[config.mk]
export PLATFORM = sky130hd
export DESIGN_NAME = serial_word_rx
export DESIGN_NICKNAME = d
export VERILOG_FILES = /design/src/rtl/serial_pkg.sv /design/src/rtl/sync_bit.sv /design/src/rtl/serial_word_rx.sv
export SDC_FILE = /design/constraint.sdc
export NUM_CORES = 1
export LEC_CHECK = 0
export BUFFER_PORTS_ARGS = -buffer_cell sky130_fd_sc_hd__buf_2
export CORE_MARGIN = 2
export CORE_UTILIZATION = 39
export DETAILED_ROUTE_END_ITERATION = 12
export HOLD_SLACK_MARGIN = 0.05
export PLACE_DENSITY = 0.57
export SLEW_MARGIN = 40
export SYNTH_ARGS = -nofsm -noshare
export SYNTH_HDL_FRONTEND = slang
export SYNTH_SLANG_ARGS = --single-unit
export TNS_END_PERCENT = 1
[constraint.sdc]
create_clock -name i_Clock -period 3.38 [get_ports i_Clock]
set_input_delay 0.338 -clock i_Clock [delete_from_list [all_inputs] [get_ports i_Clock]]
set_output_delay 0.338 -clock i_Clock [all_outputs]
set_load 0.05 [all_outputs]
[src/rtl/serial_pkg.sv]
// Shared definitions for the serial link: word size, bit ordering,
// receiver FSM states and the error-counter saturation value.
package serial_pkg;
  localparam int SERIAL_WORD_W = 32;
  localparam bit MSB_FIRST     = 1'b1;
  localparam logic [7:0] ERRCNT_SAT = 8'd255;

  typedef enum logic [0:0] {
    IDLE  = 1'b0,
    SHIFT = 1'b1
  } state_e;
endpackage

[src/rtl/sync_bit.sv]
// Single-bit synchronizer of parameterized depth with a configurable reset value.
module sync_bit #(
  parameter int   STAGES  = 2,
  parameter logic RST_VAL = 1'b0
) (
  input  logic i_clk,
  input  logic i_rst_n,
  input  logic i_d,
  output logic o_q
);
  logic [STAGES-1:0] r_q;

  // Shift the asynchronous pin through the flop chain.
  always_ff @(posedge i_clk or negedge i_rst_n) begin
    if (!i_rst_n) r_q <= {STAGES{RST_VAL}};
    else          r_q <= {r_q[STAGES-2:0], i_d};
  end

  assign o_q = r_q[STAGES-1];
endmodule

[src/rtl/serial_word_rx.sv]
// Receive-side deserializer for the SS/SCLK/MOSI link. Oversamples all three
// pins, shifts one word per SS-low frame and reports good words (o_Valid) or
// frames with the wrong SCLK edge count (o_FrameErr).
// Optional: define SERIAL_RX_ERRCNT_EN to add the saturating o_ErrCount port.
module serial_word_rx
  import serial_pkg::*;
#(
  parameter int WIDTH       = SERIAL_WORD_W,
  parameter int SYNC_STAGES = 2
) (
  input  logic             i_Clock,
  input  logic             i_Reset,
  input  logic             i_SS,
  input  logic             i_SCLK,
  input  logic             i_MOSI,
  output logic [WIDTH-1:0] o_Data,
  output logic             o_Valid,
  output logic             o_FrameErr,
  output logic             o_Busy
`ifdef SERIAL_RX_ERRCNT_EN
  ,
  output logic [7:0]       o_ErrCount
`endif
);
  // One extra count value above WIDTH so overrun never aliases a good frame.
  localparam int CW = $clog2(WIDTH + 2);
  localparam logic [CW-1:0] CNT_FULL = CW'(WIDTH);
  localparam logic [CW-1:0] CNT_SAT  = CW'(WIDTH + 1);

  logic w_ss_s, w_sclk_s, w_mosi_s;
  logic r_ss_d, r_sclk_d;
  logic w_ss_fall, w_ss_rise, w_sclk_rise;

  state_e           r_state;
  logic [WIDTH-1:0] r_shreg, w_shreg_nxt;
  logic [CW-1:0]    r_cnt, w_cnt_nxt;

  // All three pins see identical latency so MOSI stays aligned with SCLK.
  sync_bit #(.STAGES(SYNC_STAGES), .RST_VAL(1'b0)) u_sync_ss (
    .i_clk(i_Clock), .i_rst_n(i_Reset), .i_d(i_SS), .o_q(w_ss_s));
  sync_bit #(.STAGES(SYNC_STAGES), .RST_VAL(1'b0)) u_sync_sclk (
    .i_clk(i_Clock), .i_rst_n(i_Reset), .i_d(i_SCLK), .o_q(w_sclk_s));
  sync_bit #(.STAGES(SYNC_STAGES), .RST_VAL(1'b0)) u_sync_mosi (
    .i_clk(i_Clock), .i_rst_n(i_Reset), .i_d(i_MOSI), .o_q(w_mosi_s));

  // Delayed copies of the synchronized SS and SCLK for edge detection.
  always_ff @(posedge i_Clock or negedge i_Reset) begin
    if (!i_Reset) begin
      r_ss_d   <= 1'b0;
      r_sclk_d <= 1'b0;
    end else begin
      r_ss_d   <= w_ss_s;
      r_sclk_d <= w_sclk_s;
    end
  end

  assign w_ss_fall   = r_ss_d & ~w_ss_s;
  assign w_ss_rise   = ~r_ss_d & w_ss_s;
  assign w_sclk_rise = ~r_sclk_d & w_sclk_s;

  // Next shift/count values; completion is judged on these so a final SCLK
  // edge coinciding with the SS rise is still counted.
  always_comb begin
    w_shreg_nxt = r_shreg;
    w_cnt_nxt   = r_cnt;
    if (w_sclk_rise) begin
      if (MSB_FIRST) w_shreg_nxt = {r_shreg[WIDTH-2:0], w_mosi_s};
      else           w_shreg_nxt = {w_mosi_s, r_shreg[WIDTH-1:1]};
      if (r_cnt != CNT_SAT) w_cnt_nxt = r_cnt + 1'b1;
    end
  end

  // Frame FSM: IDLE waits for SS fall, SHIFT collects bits until SS rise.
  always_ff @(posedge i_Clock or negedge i_Reset) begin
    if (!i_Reset) begin
      r_state    <= IDLE;
      r_shreg    <= '0;
      r_cnt      <= '0;
      o_Data     <= '0;
      o_Valid    <= 1'b0;
      o_FrameErr <= 1'b0;
    end else begin
      o_Valid    <= 1'b0;
      o_FrameErr <= 1'b0;
      case (r_state)
        IDLE: begin
          if (w_ss_fall) begin
            r_state <= SHIFT;
            r_shreg <= '0;
            r_cnt   <= '0;
          end
        end
        SHIFT: begin
          r_shreg <= w_shreg_nxt;
          r_cnt   <= w_cnt_nxt;
          if (w_ss_rise) begin
            r_state <= IDLE;
            if (w_cnt_nxt == CNT_FULL) begin
              o_Data  <= w_shreg_nxt;
              o_Valid <= 1'b1;
            end else begin
              o_FrameErr <= 1'b1;
            end
          end
        end
        default: r_state <= IDLE;
      endcase
    end
  end

  assign o_Busy = (r_state == SHIFT);

`ifdef SERIAL_RX_ERRCNT_EN
  // Count error pulses, sticking at the saturation value until reset.
  always_ff @(posedge i_Clock or negedge i_Reset) begin
    if (!i_Reset)                               o_ErrCount <= 8'd0;
    else if (o_FrameErr && o_ErrCount != ERRCNT_SAT) o_ErrCount <= o_ErrCount + 8'd1;
  end
`endif
endmodule

==> results of run 1 <==
## synthesized netlist by cell type
library cell  instances
buf_2                 3
buf_1                 1
a21oi_1               2
clkbuf_1             16
a32oi_2               1
ha_1                  2
nor2b_1               1
dfrtp_1              81
mux2_4               29
nand2_1             103
inv_1                 3
mux2_1                3
a31oi_1               1
and3_1                2
nand4_1               3
nand4bb_1             1
xnor2_1               5
o21ai_0               5
a22o_1               37
nor2_1                3
nor4bb_1              1
o2111ai_1             1
xor2_1                1
nand2b_1              2
buf_6                 3
a211o_1               2
nand4_4               1
or4_1                 1
inv_2                 1
## cell type report
type / instances / area, um2
multi-input combinational: 207 / 1470
timing repair buffer: 45 / 259
tap: 111 / 139
fill: 845 / 4980
sequential: 81 / 2030
clock inverter: 4 / 76.3
inverter: 4 / 15.0
clock buffer: 12 / 145
## worst min-delay path by stage
stage	endpoint	slack, ns	cells after the start
3_3_place_gp	u_sync_sclk.r_q[1]$_DFF_PN0_	0.33	0
5_1_grt	o_Data[16]$_DFFE_PN0P_	0.08	1
6_report	r_shreg[17]$_DFFE_PN0P_	0.01	1
4_1_cts	o_Data[16]$_DFFE_PN0P_	0.05	1
2_1_floorplan	o_Busy$_DFF_PN0_	0.04	0
3_5_place_dp	u_sync_ss.r_q[1]$_DFF_PN0_	0.33	0
## stage by stage
stage / power, mW / setup WS, ns / hold slack (ns) / cells / util, %
after floorplan: 1.13 / 0.960 / 0.0424 / 315 / -
after global placement: 1.19 / 0.559 / 0.333 / 448 / 42.8
after detailed placement: 1.19 / 0.529 / 0.335 / 448 / 42.9
after CTS: 2.00 / 0.487 / 0.0513 / 464 / 45.3
after global routing: 2.05 / 0.371 / 0.0776 / 464 / 45.3
final: 1.97 / 0.491 / 0.0144 / 464 / 45.3
## report_power, final
part,internal [mW],leakage (nW),switching (mW)
Combinational,0.0455,1.04,0.113
Sequential,0.988,1.11,0.0224
Clock,0.439,0.107,0.357
Total,1.47,2.26,0.493
## state kept, by name, indices dropped and copies added (netlist names), 2 cells and up
signal and cells:
r_cnt 6, u_sync_mosi.r_q 2, r_shreg 32, u_sync_ss.r_q 2, o_Data 32, u_sync_sclk.r_q 2
## kinds of logic (layout without fill, tap and decap cells)
group / count (synthesis) / in the layout
AOI/OAI and AO/OA: 49 / 49
xor gates and xnor gates: 6 / 6
and+or+nand+nor: 118 / 118
DFF: 81 / 81
adders and majority gates: 2 / 2
buffers and inverters: 27 / 65
muxes: 32 / 32
## layer usage
metal / vias up / track usage (%) / share of wire, %
met1: 1192 / 20.9 / 49
met4: 0 / 6.85 / 1.6
met5: - / 0 / 0
met3: 9 / 2.65 / 2.7
met2: 33 / 22.5 / 46
li1: 1150 / - / -
==> impl_results.md, run 1 <==
- Post-synthesis compound-gate area fraction: 11.3%
- Final Max Tran Viols: 0
- PostCTS Resize Cnt: 0
- DRC Markers: 0
- Layout cells sized above 1: 26.3%
- Core Area: 9110 um2
- FF+latch count, synth: 81
- CP Cell Sequence: ha_1 > and3_1 > or4_1 > a32oi_2 > nand4_4 > buf_12 > mux2_1
- Total track usage: 14.9%
- Clock latency on the worst-skew pair: 0.35 ns
- Hold Vio Cnt, Final: 0
- Crit path capture type: flop
- Setup crit end: o_Data[1]$_DFFE_PN0P_
- CP top delay family: simple AND/OR/NAND/NOR gates
- IO buf count: 39
- HP Class: input pin to asynchronous set/reset pin
- RSZ-0062 raised after global routing: no
- Die Ht: 100 um
- TritonRoute pass-1 iters: 4
- Clock sinks: 81
- Worst Path Max Fanout: 21
- GR Overflow Total: 0
- Worst-Margin Slew: 0.729 ns
- # nets final: 355
- Mapped cell area: 3610 um2
- Total leakage power: 2.26 nW
- Synth Area in Adders: 0.694%
- Die width: 100 um
- Critical Path Source: r_cnt[0]$_DFFE_PN0P_
- Worst path max stage delay: 0.49 ns
- Total clock buffers created by CTS: 9
- Reg2reg start: r_cnt[0]$_DFFE_PN0P_
- Gpl congestion: 0.815
- Hpwl dp: 4070 um
- Final Cycle Share: 85.5%
- Cell area after layout: 4130 um2
- Initial antenna violation count: 0
- XOR/XNOR Fraction of Synth Area: 1.46%
- CTS root buf: clkbuf_8
- Most frequent cells in the layout: nand2_1, dfrtp_1, buf_2
- Slowest CP cell: or4_1
- Min cycle time layout: 2.89 ns
- Max-cap violations: 0
- Arrival time at the worst endpoint: 3.11 ns
- Synthesized area per cell: 11.5 um2
- CTS clk-pin slew, worst paths: 0.09 ns
- Req. time, crit path: 3.61 ns
- Antenna-violating nets left: 0
- CTS hold repair buffers: 0
- Critical path depth in cells: 7
- Area delta synth->final: 14.4%
- Max Root-Sink Buffers: 2
- I/O pin count: 40
- Reg2Reg Depth: 7
- Register area share after synthesis: 56.2%
- Reg-to-reg slack, setup: 0.49 ns
- Placed Area: 3910 um2
- Initial Util: 39.6%
- Final WL: 6940 um
- Dominant cell type by area after synthesis: dfrtp_1
- Largest net degree at the start of global routing: 82
- Outcome: completed
- First-pass GRT wire length: 11700 um
- Netlist cell types: 29
- H-tree level count: 3
- Post-Synthesis Cells: 315
- F_max: 0.346 GHz
- Via count: 2384
- Simple-gate share of the synthesized area: 13.8%
- Slew headroom: 51.4%
- VDD IR max: 0.000168 V
- FP Rows: 35
- Pwr dens: 476 nW/um2
- Clock skew: 0.0119 ns
- Worst path bufs/invs: 1
- Vias in the first global route: 2327
- Setup Buffers After CTS: 0
- Final setup viols: 0
- Syn Nets: 322
- # diodes: 0
- Yosys top cell area share: 56.2%
- Ranking of synthesized cells by area: dfrtp_1, mux2_4, nand2_1, a22o_1, clkbuf_1
- First-iteration detailed-routing DRC count: 113
- Via-per-instance ratio: 5.14
- Startpoint class of the critical path: flop
- Ys Warns: 0
- Commonest non-fill, non-tap cell in the layout: nand2_1
- FF-to-FF End: o_Data[1]$_DFFE_PN0P_
- Setup CP Type: flop to flop
- Die Area: 10000 um2
- Mux contribution to synthesized area: 13.0%
- TritonCTS clock tree: done
- Setup TNS Final: 0 ns
- Post-DR wirelength/cell: 15.0 um
- Main combinational cell family by area after synthesis: simple AND/OR/NAND/NOR gates
(Power assumes the default switching activity.)
==> run 2: changes to the inputs <==
--- a/config.mk
+++ b/config.mk
@@ -14,5 +14,6 @@
 export SLEW_MARGIN = 40
 export SYNTH_ARGS = -nofsm -noshare
 export SYNTH_HDL_FRONTEND = slang
+export SYNTH_HIERARCHICAL = 1
 export SYNTH_SLANG_ARGS = --single-unit
 export TNS_END_PERCENT = 1
==> impl_results.md, run 2 <==
- Outcome: completed
- Clock latency on the worst-skew pair: 0.35 ns (about the same)
- CP top delay family: compound AO/OA/AOI/OAI gates
- Max-cap violations: 0 (unchanged)
- Final Cycle Share: 70.8% (-15 points)
- Post-synth top cells: dfrtp_1, a22o_1, mux2_2, mux2_4, nand2_1
- Die width: 100 um (about the same)
- Arrival time at the worst endpoint: 2.62 ns (-0.49 ns)
- Pwr dens: 477 nW/um2 (+0.25%)
- Die Area: 10000 um2 (-0.14%)
- Slew headroom: 62.1% (+11 points)
- Initial Util: 39.5% (-0.055 points)
- Register area share after synthesis: 56.3% (+0.078 points)
- Crit path capture type: flop
- Vias in the first global route: 2140 (-8.0%)
- RSZ-0062 raised after global routing: no
- Count leader, synth: dfrtp_1
- Most frequent cells in the layout: dfrtp_1, buf_2, mux2_2, a22o_1, mux2_4
- TritonCTS clock tree: done
- Placed Area: 3930 um2 (+0.51%)
- Min cycle time layout: 2.39 ns (-0.496 ns)
- TritonRoute pass-1 iters: 4 (unchanged)
- Req. time, crit path: 3.61 ns (about the same)
- Total leakage power: 2.23 nW (-1.2%)
- Gpl congestion: 0.859 (+5.5%)
- HP Class: input pin to flop
- Synthesized area per cell: 14.6 um2 (+27%)
- DRC Markers: 0 (unchanged)
- IO buf count: 39 (unchanged)
- Ys Warns: 6 (+6)
- Slowest CP cell: dfrtp_1
- Worst Path Max Fanout: 24 (+14%)
- Largest net degree at the start of global routing: 82 (unchanged)
- Max Root-Sink Buffers: 2 (unchanged)
- Worst-Margin Slew: 0.568 ns (-0.160 ns)
- Hold Vio Cnt, Final: 0 (unchanged)
- CTS clk-pin slew, worst paths: 0.08 ns (about the same)
- Ranking of synthesized cells by area: dfrtp_1, mux2_4, mux2_2, a22o_1, nand2_1
- Area delta synth->final: 16.7%
- F_max: 0.418 GHz (+21%)
- Total power: 2.01 mW (+2.1%)
- FP Rows: 35 (unchanged)
- # fillers: 819 (-3.1%)
- Dominant cell type by area after synthesis: dfrtp_1
- Cell area after layout: 4200 um2 (+1.8%)
- Yosys top cell area share: 56.3% (+0.078 points)
- H-tree level count: 3 (unchanged)
- Via-per-instance ratio: 5.15 (+0.21%)
- Final WL: 6370 um (-8.2%)
- Layout cells sized above 1: 45.5% (+19 points)
- I/O pin count: 40 (unchanged)
- Final Max Tran Viols: 0 (unchanged)
- CP Cell Sequence: ha_1 > nand3b_1 > o21a_1 > o32ai_2 > nand4b_2 > buf_4 > mux2_4
- Final setup viols: 0 (unchanged)
- Hpwl dp: 3900 um (-4.2%)
- Post-synth ARST share: 100% (unchanged)
- Worst path max stage delay: 0.50 ns (about the same)
- Via count: 2075 (-13%)
- First-iteration detailed-routing DRC count: 91 (-19%)
- Total clock buffers created by CTS: 9 (unchanged)
- GR Overflow Total: 0 (unchanged)
- Netlist cell types: 35 (+21%)
- Antenna-violating nets left: 0 (unchanged)
- Post-DR wirelength/cell: 15.8 um (+5.7%)
- First-pass GRT wire length: 10900 um (-7.2%)
- Die Ht: 100 um (about the same)
- Setup CP Type: flop to flop
- # diodes: 0 (unchanged)
- Worst path bufs/invs: 1 (unchanged)
- Syn Nets: 254 (-21%)
- Commonest non-fill, non-tap cell in the layout: dfrtp_1
- Core Area: 9110 um2 (unchanged)
- VDD IR max: 0.000201 V (+20%)
- Post-synth EDFFs: 0 (unchanged)
- CTS root buf: clkbuf_8
- Main flop type after synthesis: dfrtp_1
- Final Util: 46.1% (+0.82 points)
- Total track usage: 13.9% (-1.0 points)
- # nets final: 294 (-17%)
- Initial antenna violation count: 0 (unchanged)
- Setup TNS Final: 0 ns (unchanged)
- Mapped cell area: 3600 um2 (-0.14%)
- Top flop regs: o_Data (32), r_shreg (32), r_cnt (6)
- Clock sinks: 81 (unchanged)
- Clock skew: 0.0114 ns (-0.000526 ns)
- Post-Synthesis Cells: 247 (-22%)
- Startpoint class of the critical path: flop
- FF+latch count, synth: 81 (unchanged)
## run 2: timing repair
action,in CTS,in global routing
hold buffers,1,0
gates resized for setup,0,0
setup buffers,0,0
endpoints found under the hold margin,9,0
## run 2: final cells by class
class / instances / area [um2] / share of cell area [%]
Sequential cell: 81 / 2030 / 48.2
Multi-Input combinational cell: 145 / 1490 / 35.4
Timing Repair Buffer: 47 / 299 / 7.12
Clock buffer: 12 / 165 / 3.93
Tap cell: 111 / 139 / 3.30
Clock inverter: 4 / 73.8 / 1.76
Inverter: 3 / 11.3 / 0.268
## run 2: where the power goes
part	internal, mW	switching [mW]
clock network	0.477	0.346
registers	0.989	0.0352
logic	0.0615	0.0967
total	1.53	0.478
## run 2: cell families after synthesis
family	synth area share, %
flip-flops	56.3
multiplexers	23.3
AO/OA/AOI/OAI	11.3
AND/OR/NAND/NOR	4.27
buffers and inverters	2.95
XOR/XNOR	1.22
adder cells (fa/ha/maj)	0.695
## run 2: metrics by stage
stage               instances  hold WS, ns  setup slack [ns]
floorplan                 247       0.0424              1.22
global placement          383        0.334              1.01
detailed placement        385        0.336              1.01
CTS                       402       0.0730             0.989
global route              403       0.0673             0.820
finish                    403       0.0895             0.987
## run 2: worst paths after layout
path	depth (start not counted)	from	slack, ns	to
max	7	r_cnt[0]$_DFFE_PN0P_	0.99	o_Data[27]$_DFFE_PN0P_
min	1	i_MOSI	0.09	u_sync_mosi/r_q[0]$_DFF_PN0_
max reg2reg	7	r_cnt[0]$_DFFE_PN0P_	0.99	o_Data[27]$_DFFE_PN0P_
min reg2reg	0	u_sync_mosi/r_q[0]$_DFF_PN0_	0.35	u_sync_mosi/r_q[1]$_DFF_PN0_
max in group asynchronous	3	i_Reset	2.41	o_Data[2]$_DFFE_PN0P_
min in group asynchronous	2	i_Reset	0.42	o_Valid$_DFF_PN0_
## run 2: layer usage
layer	part of all wire [%]	global-route usage, %	wire length [um]
met4	2.0	5.90	125
met2	44	20.3	2820
met1	49	19.0	3160
met5	0	0	0
met3	4.3	4.53	275
==> run 3: changes to the inputs <==
--- a/config.mk
+++ b/config.mk
@@ -5,6 +5,7 @@
 export SDC_FILE = /design/constraint.sdc
 export NUM_CORES = 1
 export LEC_CHECK = 0
+export ABC_AREA = 1
 export BUFFER_PORTS_ARGS = -buffer_cell sky130_fd_sc_hd__buf_2
 export CORE_MARGIN = 2
 export CORE_UTILIZATION = 39
==> constraint.sdc (replaced) <==
create_clock -name i_Clock -period 2.3 [get_ports i_Clock]
set_input_delay 0.23 -clock i_Clock [delete_from_list [all_inputs] [get_ports i_Clock]]
set_output_delay 0.23 -clock i_Clock [all_outputs]
set_load 0.05 [all_outputs]
==> impl_results.md, run 3 <==
- Int Pwr: 2.05 mW (+34%)
- Post-synth EDFFs: 0 (unchanged)
- Core Area: 9150 um2 (+0.48%)
- Crit path capture type: flop
- DRC Markers: 0 (unchanged)
- Die Area: 10100 um2 (+1.2%)
- Hold depth: 0 (-1)
- Outcome: completed
- Die width: 101 um (+0.60%)
- # nets final: 477 (+62%)
- Final Cycle Share: 87.3% (+17 points)
- Post-synth ARST share: 100% (unchanged)
- Clock sinks: 81 (unchanged)
- Slew headroom: 61.3% (-0.79 points)
- Clock Power Share: 36.6% (-4.4 points)
- Main flop type after synthesis: dfrtp_1
- Post-Synthesis Cells: 431 (+74%)
- Hold EP: u_sync_mosi/r_q[1]$_DFF_PN0_
- Total leakage power: 2.10 nW (-6.1%)
- Req. time, crit path: 2.58 ns (-1.03 ns)
- Setup CP Type: flop to flop
- First-iteration detailed-routing DRC count: 86 (-5.5%)
- Startpoint class of the critical path: flop
- Count leader, synth: nand2_1
- Total track usage: 16.4% (+2.6 points)
- TritonCTS clock tree: done
- Final WL: 7830 um (+23%)
- Switching part of the total: 28.5% (+4.7 points)
- Critical Path Source: r_cnt[1]$_DFFE_PN0P_
- Most frequent cells in the layout: nand2_1, dfrtp_1, o21ai_0
- # diodes: 0 (unchanged)
- Via-per-instance ratio: 5.02 (-2.5%)
- Worst-Margin Slew: 0.580 ns (+0.0119 ns)
- H-tree level count: 3 (unchanged)
- Largest net degree at the start of global routing: 53 (-35%)
- Netlist cell types: 24 (-31%)
- Reg-to-reg slack, setup: 0.29 ns (-0.70 ns)
- Antenna-violating nets left: 0 (unchanged)
- FF+latch count, synth: 81 (unchanged)
- Min cycle time layout: 2.01 ns (-0.384 ns)
- Final Max Tran Viols: 0 (unchanged)
- Inst Count DP: 565 (+47%)
- Post-DR wirelength/cell: 13.4 um (-15%)
- Syn Nets: 438 (+72%)
- HP Start: u_sync_mosi/r_q[0]$_DFF_PN0_
- First-pass GRT wire length: 13200 um (+21%)
- Gate power share: 11.7% (+3.8 points)
- Gpl congestion: 0.846 (-1.6%)
- Ranking of synthesized cells by area: dfrtp_1, nand2_1, o21ai_0, nand4_1, inv_1
- Area delta synth->final: 14.9%
- VDD IR max: 0.000290 V (+44%)
- Vias in the first global route: 2733 (+28%)
- Top flop regs: o_Data (32), r_shreg (32), r_cnt (6)
- Reg2Reg Depth: 13 (+6)
- Fin cells: 586 (+45%)
- Arrival time at the worst endpoint: 2.29 ns (-0.33 ns)
- GR Overflow Total: 0 (unchanged)
- Register area share after synthesis: 55.6% (-0.69 points)
- IO buf count: 39 (unchanged)
- Max Root-Sink Buffers: 2 (unchanged)
- Setup Buffers After CTS: 0 (unchanged)
- F_max: 0.498 GHz (+19%)
- TritonRoute pass-1 iters: 4 (unchanged)
- I/O pin count: 40 (unchanged)
- FP Rows: 35 (unchanged)
- RSZ-0062 raised after global routing: no
- Setup TNS Final: 0 ns (unchanged)
- Reg2reg start: r_cnt[1]$_DFFE_PN0P_
- Clock skew: 0.0150 ns (+0.00362 ns)
- Ys Warns: 6 (unchanged)
- Max-cap violations: 0 (unchanged)
- Final setup viols: 0 (unchanged)
- Via count: 2942 (+42%)
- Worst Path Max Fanout: 21 (-13%)
- Initial Util: 39.8% (+0.30 points)
- HP Class: flop to flop
- Yosys top cell area share: 55.6% (-0.69 points)
- Post-synth top cells: nand2_1, dfrtp_1, o21ai_0, inv_1, nand4_1
- Die Ht: 101 um (+0.60%)
- Synthesized area per cell: 8.46 um2 (-42%)
- P_sw: 0.817 mW (+71%)
- CTS clk-pin slew, worst paths: 0.08 ns (about the same)
- FF-to-FF End: o_Data[30]$_DFFE_PN0P_
- Sequential share of power: 51.8% (+0.7 points)
- CTS root buf: clkbuf_8
- Mapped cell area: 3650 um2 (+1.3%)
- Commonest non-fill, non-tap cell in the layout: nand2_1
- Total clock buffers created by CTS: 9 (unchanged)
- Layout cells sized above 1: 16.4% (-29 points)
- Hpwl dp: 4870 um (+25%)
- Dominant cell type by area after synthesis: dfrtp_1
- Clock latency on the worst-skew pair: 0.35 ns (about the same)
- Hold Vio Cnt, Final: 0 (unchanged)
- Pwr dens: 684 nW/um2 (+43%)
- Initial antenna violation count: 0 (unchanged)
[run 3: cell types whose count changed in the layout (fill, tap and decap cells not counted), moves of 5 or more]
cell / previous run / this run
a22o_1: 35 / 1
buf_4: 4 / 10
inv_1: 3 / 45
mux2_2: 35 / 0
mux2_4: 29 / 0
nand2_1: 10 / 145
nand3_1: 0 / 5
nand4_1: 0 / 34
o21ai_0: 2 / 64
o22ai_1: 0 / 7
[run 3: power by group through the flow]
stage | sequential (mW) | clock [mW] | combinational, mW
final | 1.48 | 1.05 | 0.334
after global routing | 1.49 | 1.15 | 0.375
after CTS | 1.48 | 1.08 | 0.330
after detailed placement | 1.51 | 0 | 0.324
after global placement | 1.51 | 0 | 0.323
after floorplan | 1.51 | 0 | 0.214
[run 3: layout make-up]
type	instances	area (um2)
clock inverter	6	67.6
clock buffer	10	128
fill	928	4960
timing repair buffer	53	325
multi-input combinational	275	1320
tap	111	139
inverter	50	188
sequential	81	2030
[run 3: logic make-up after synthesis]
logic type,Yosys count,synth area share (%)
flip-flops,81,55.6
AO/OA/AOI/OAI,73,10.4
buffers and inverters,76,8.99
AND/OR/NAND/NOR,199,24.4
adder cells (fa/ha/maj),2,0.686
[run 3: critical path: stages, from the launching register on]
cell	delay, ns
dfrtp_1	0.41
inv_1	0.08
ha_1	0.13
nand2_1	0.04
inv_1	0.06
nand3_1	0.10
nand2_1	0.10
nand2_1	0.06
nand2_2	0.07
nand2_2	0.08
nor2_8	0.23
buf_4	0.32
nand4_1	0.15
nand2_1	0.09
[run 3: through the flow]
stage | util [%] | hold WS (ns) | worst slack [ns] | total power [mW] | area [um2]
2_1_floorplan | - | -0.0656 | 0.508 | 1.73 | 3650
3_3_place_gp | 43.0 | 0.278 | 0.292 | 1.83 | 3940
3_5_place_dp | 43.0 | 0.275 | 0.190 | 1.84 | 3940
4_1_cts | 45.6 | 0.355 | 0.202 | 2.89 | 4170
5_1_grt | 45.8 | 0.361 | 0.0290 | 3.01 | 4190
6_report | 45.8 | 0.351 | 0.292 | 2.86 | 4190
[run 3: how the worst max path moves through the flow]
stage	slack, ns	endpoint
after floorplan	0.51	o_Data[10]$_DFFE_PN0P_
after global placement	0.29	o_Data[11]$_DFFE_PN0P_
after detailed placement	0.19	o_Data[20]$_DFFE_PN0P_
after CTS	0.20	o_Data[12]$_DFFE_PN0P_
after global routing	0.03	o_Data[30]$_DFFE_PN0P_
final	0.29	o_Data[30]$_DFFE_PN0P_
[run 3: timing repair]
item,in CTS,in global routing
hold buffers,4,0
setup endpoints to repair,0,21
endpoints found under the hold margin,47,0
gates resized for setup,0,1
[run 3: metal layers]
layer | GRT usage, % | routed length [um] | share of wire (%)
met2 | 25.9 | 3490 | 45
met5 | 0 | 0 | 0
met3 | 3.88 | 249 | 3.2
met1 | 22.9 | 4020 | 51
met4 | 4.11 | 71 | 0.91
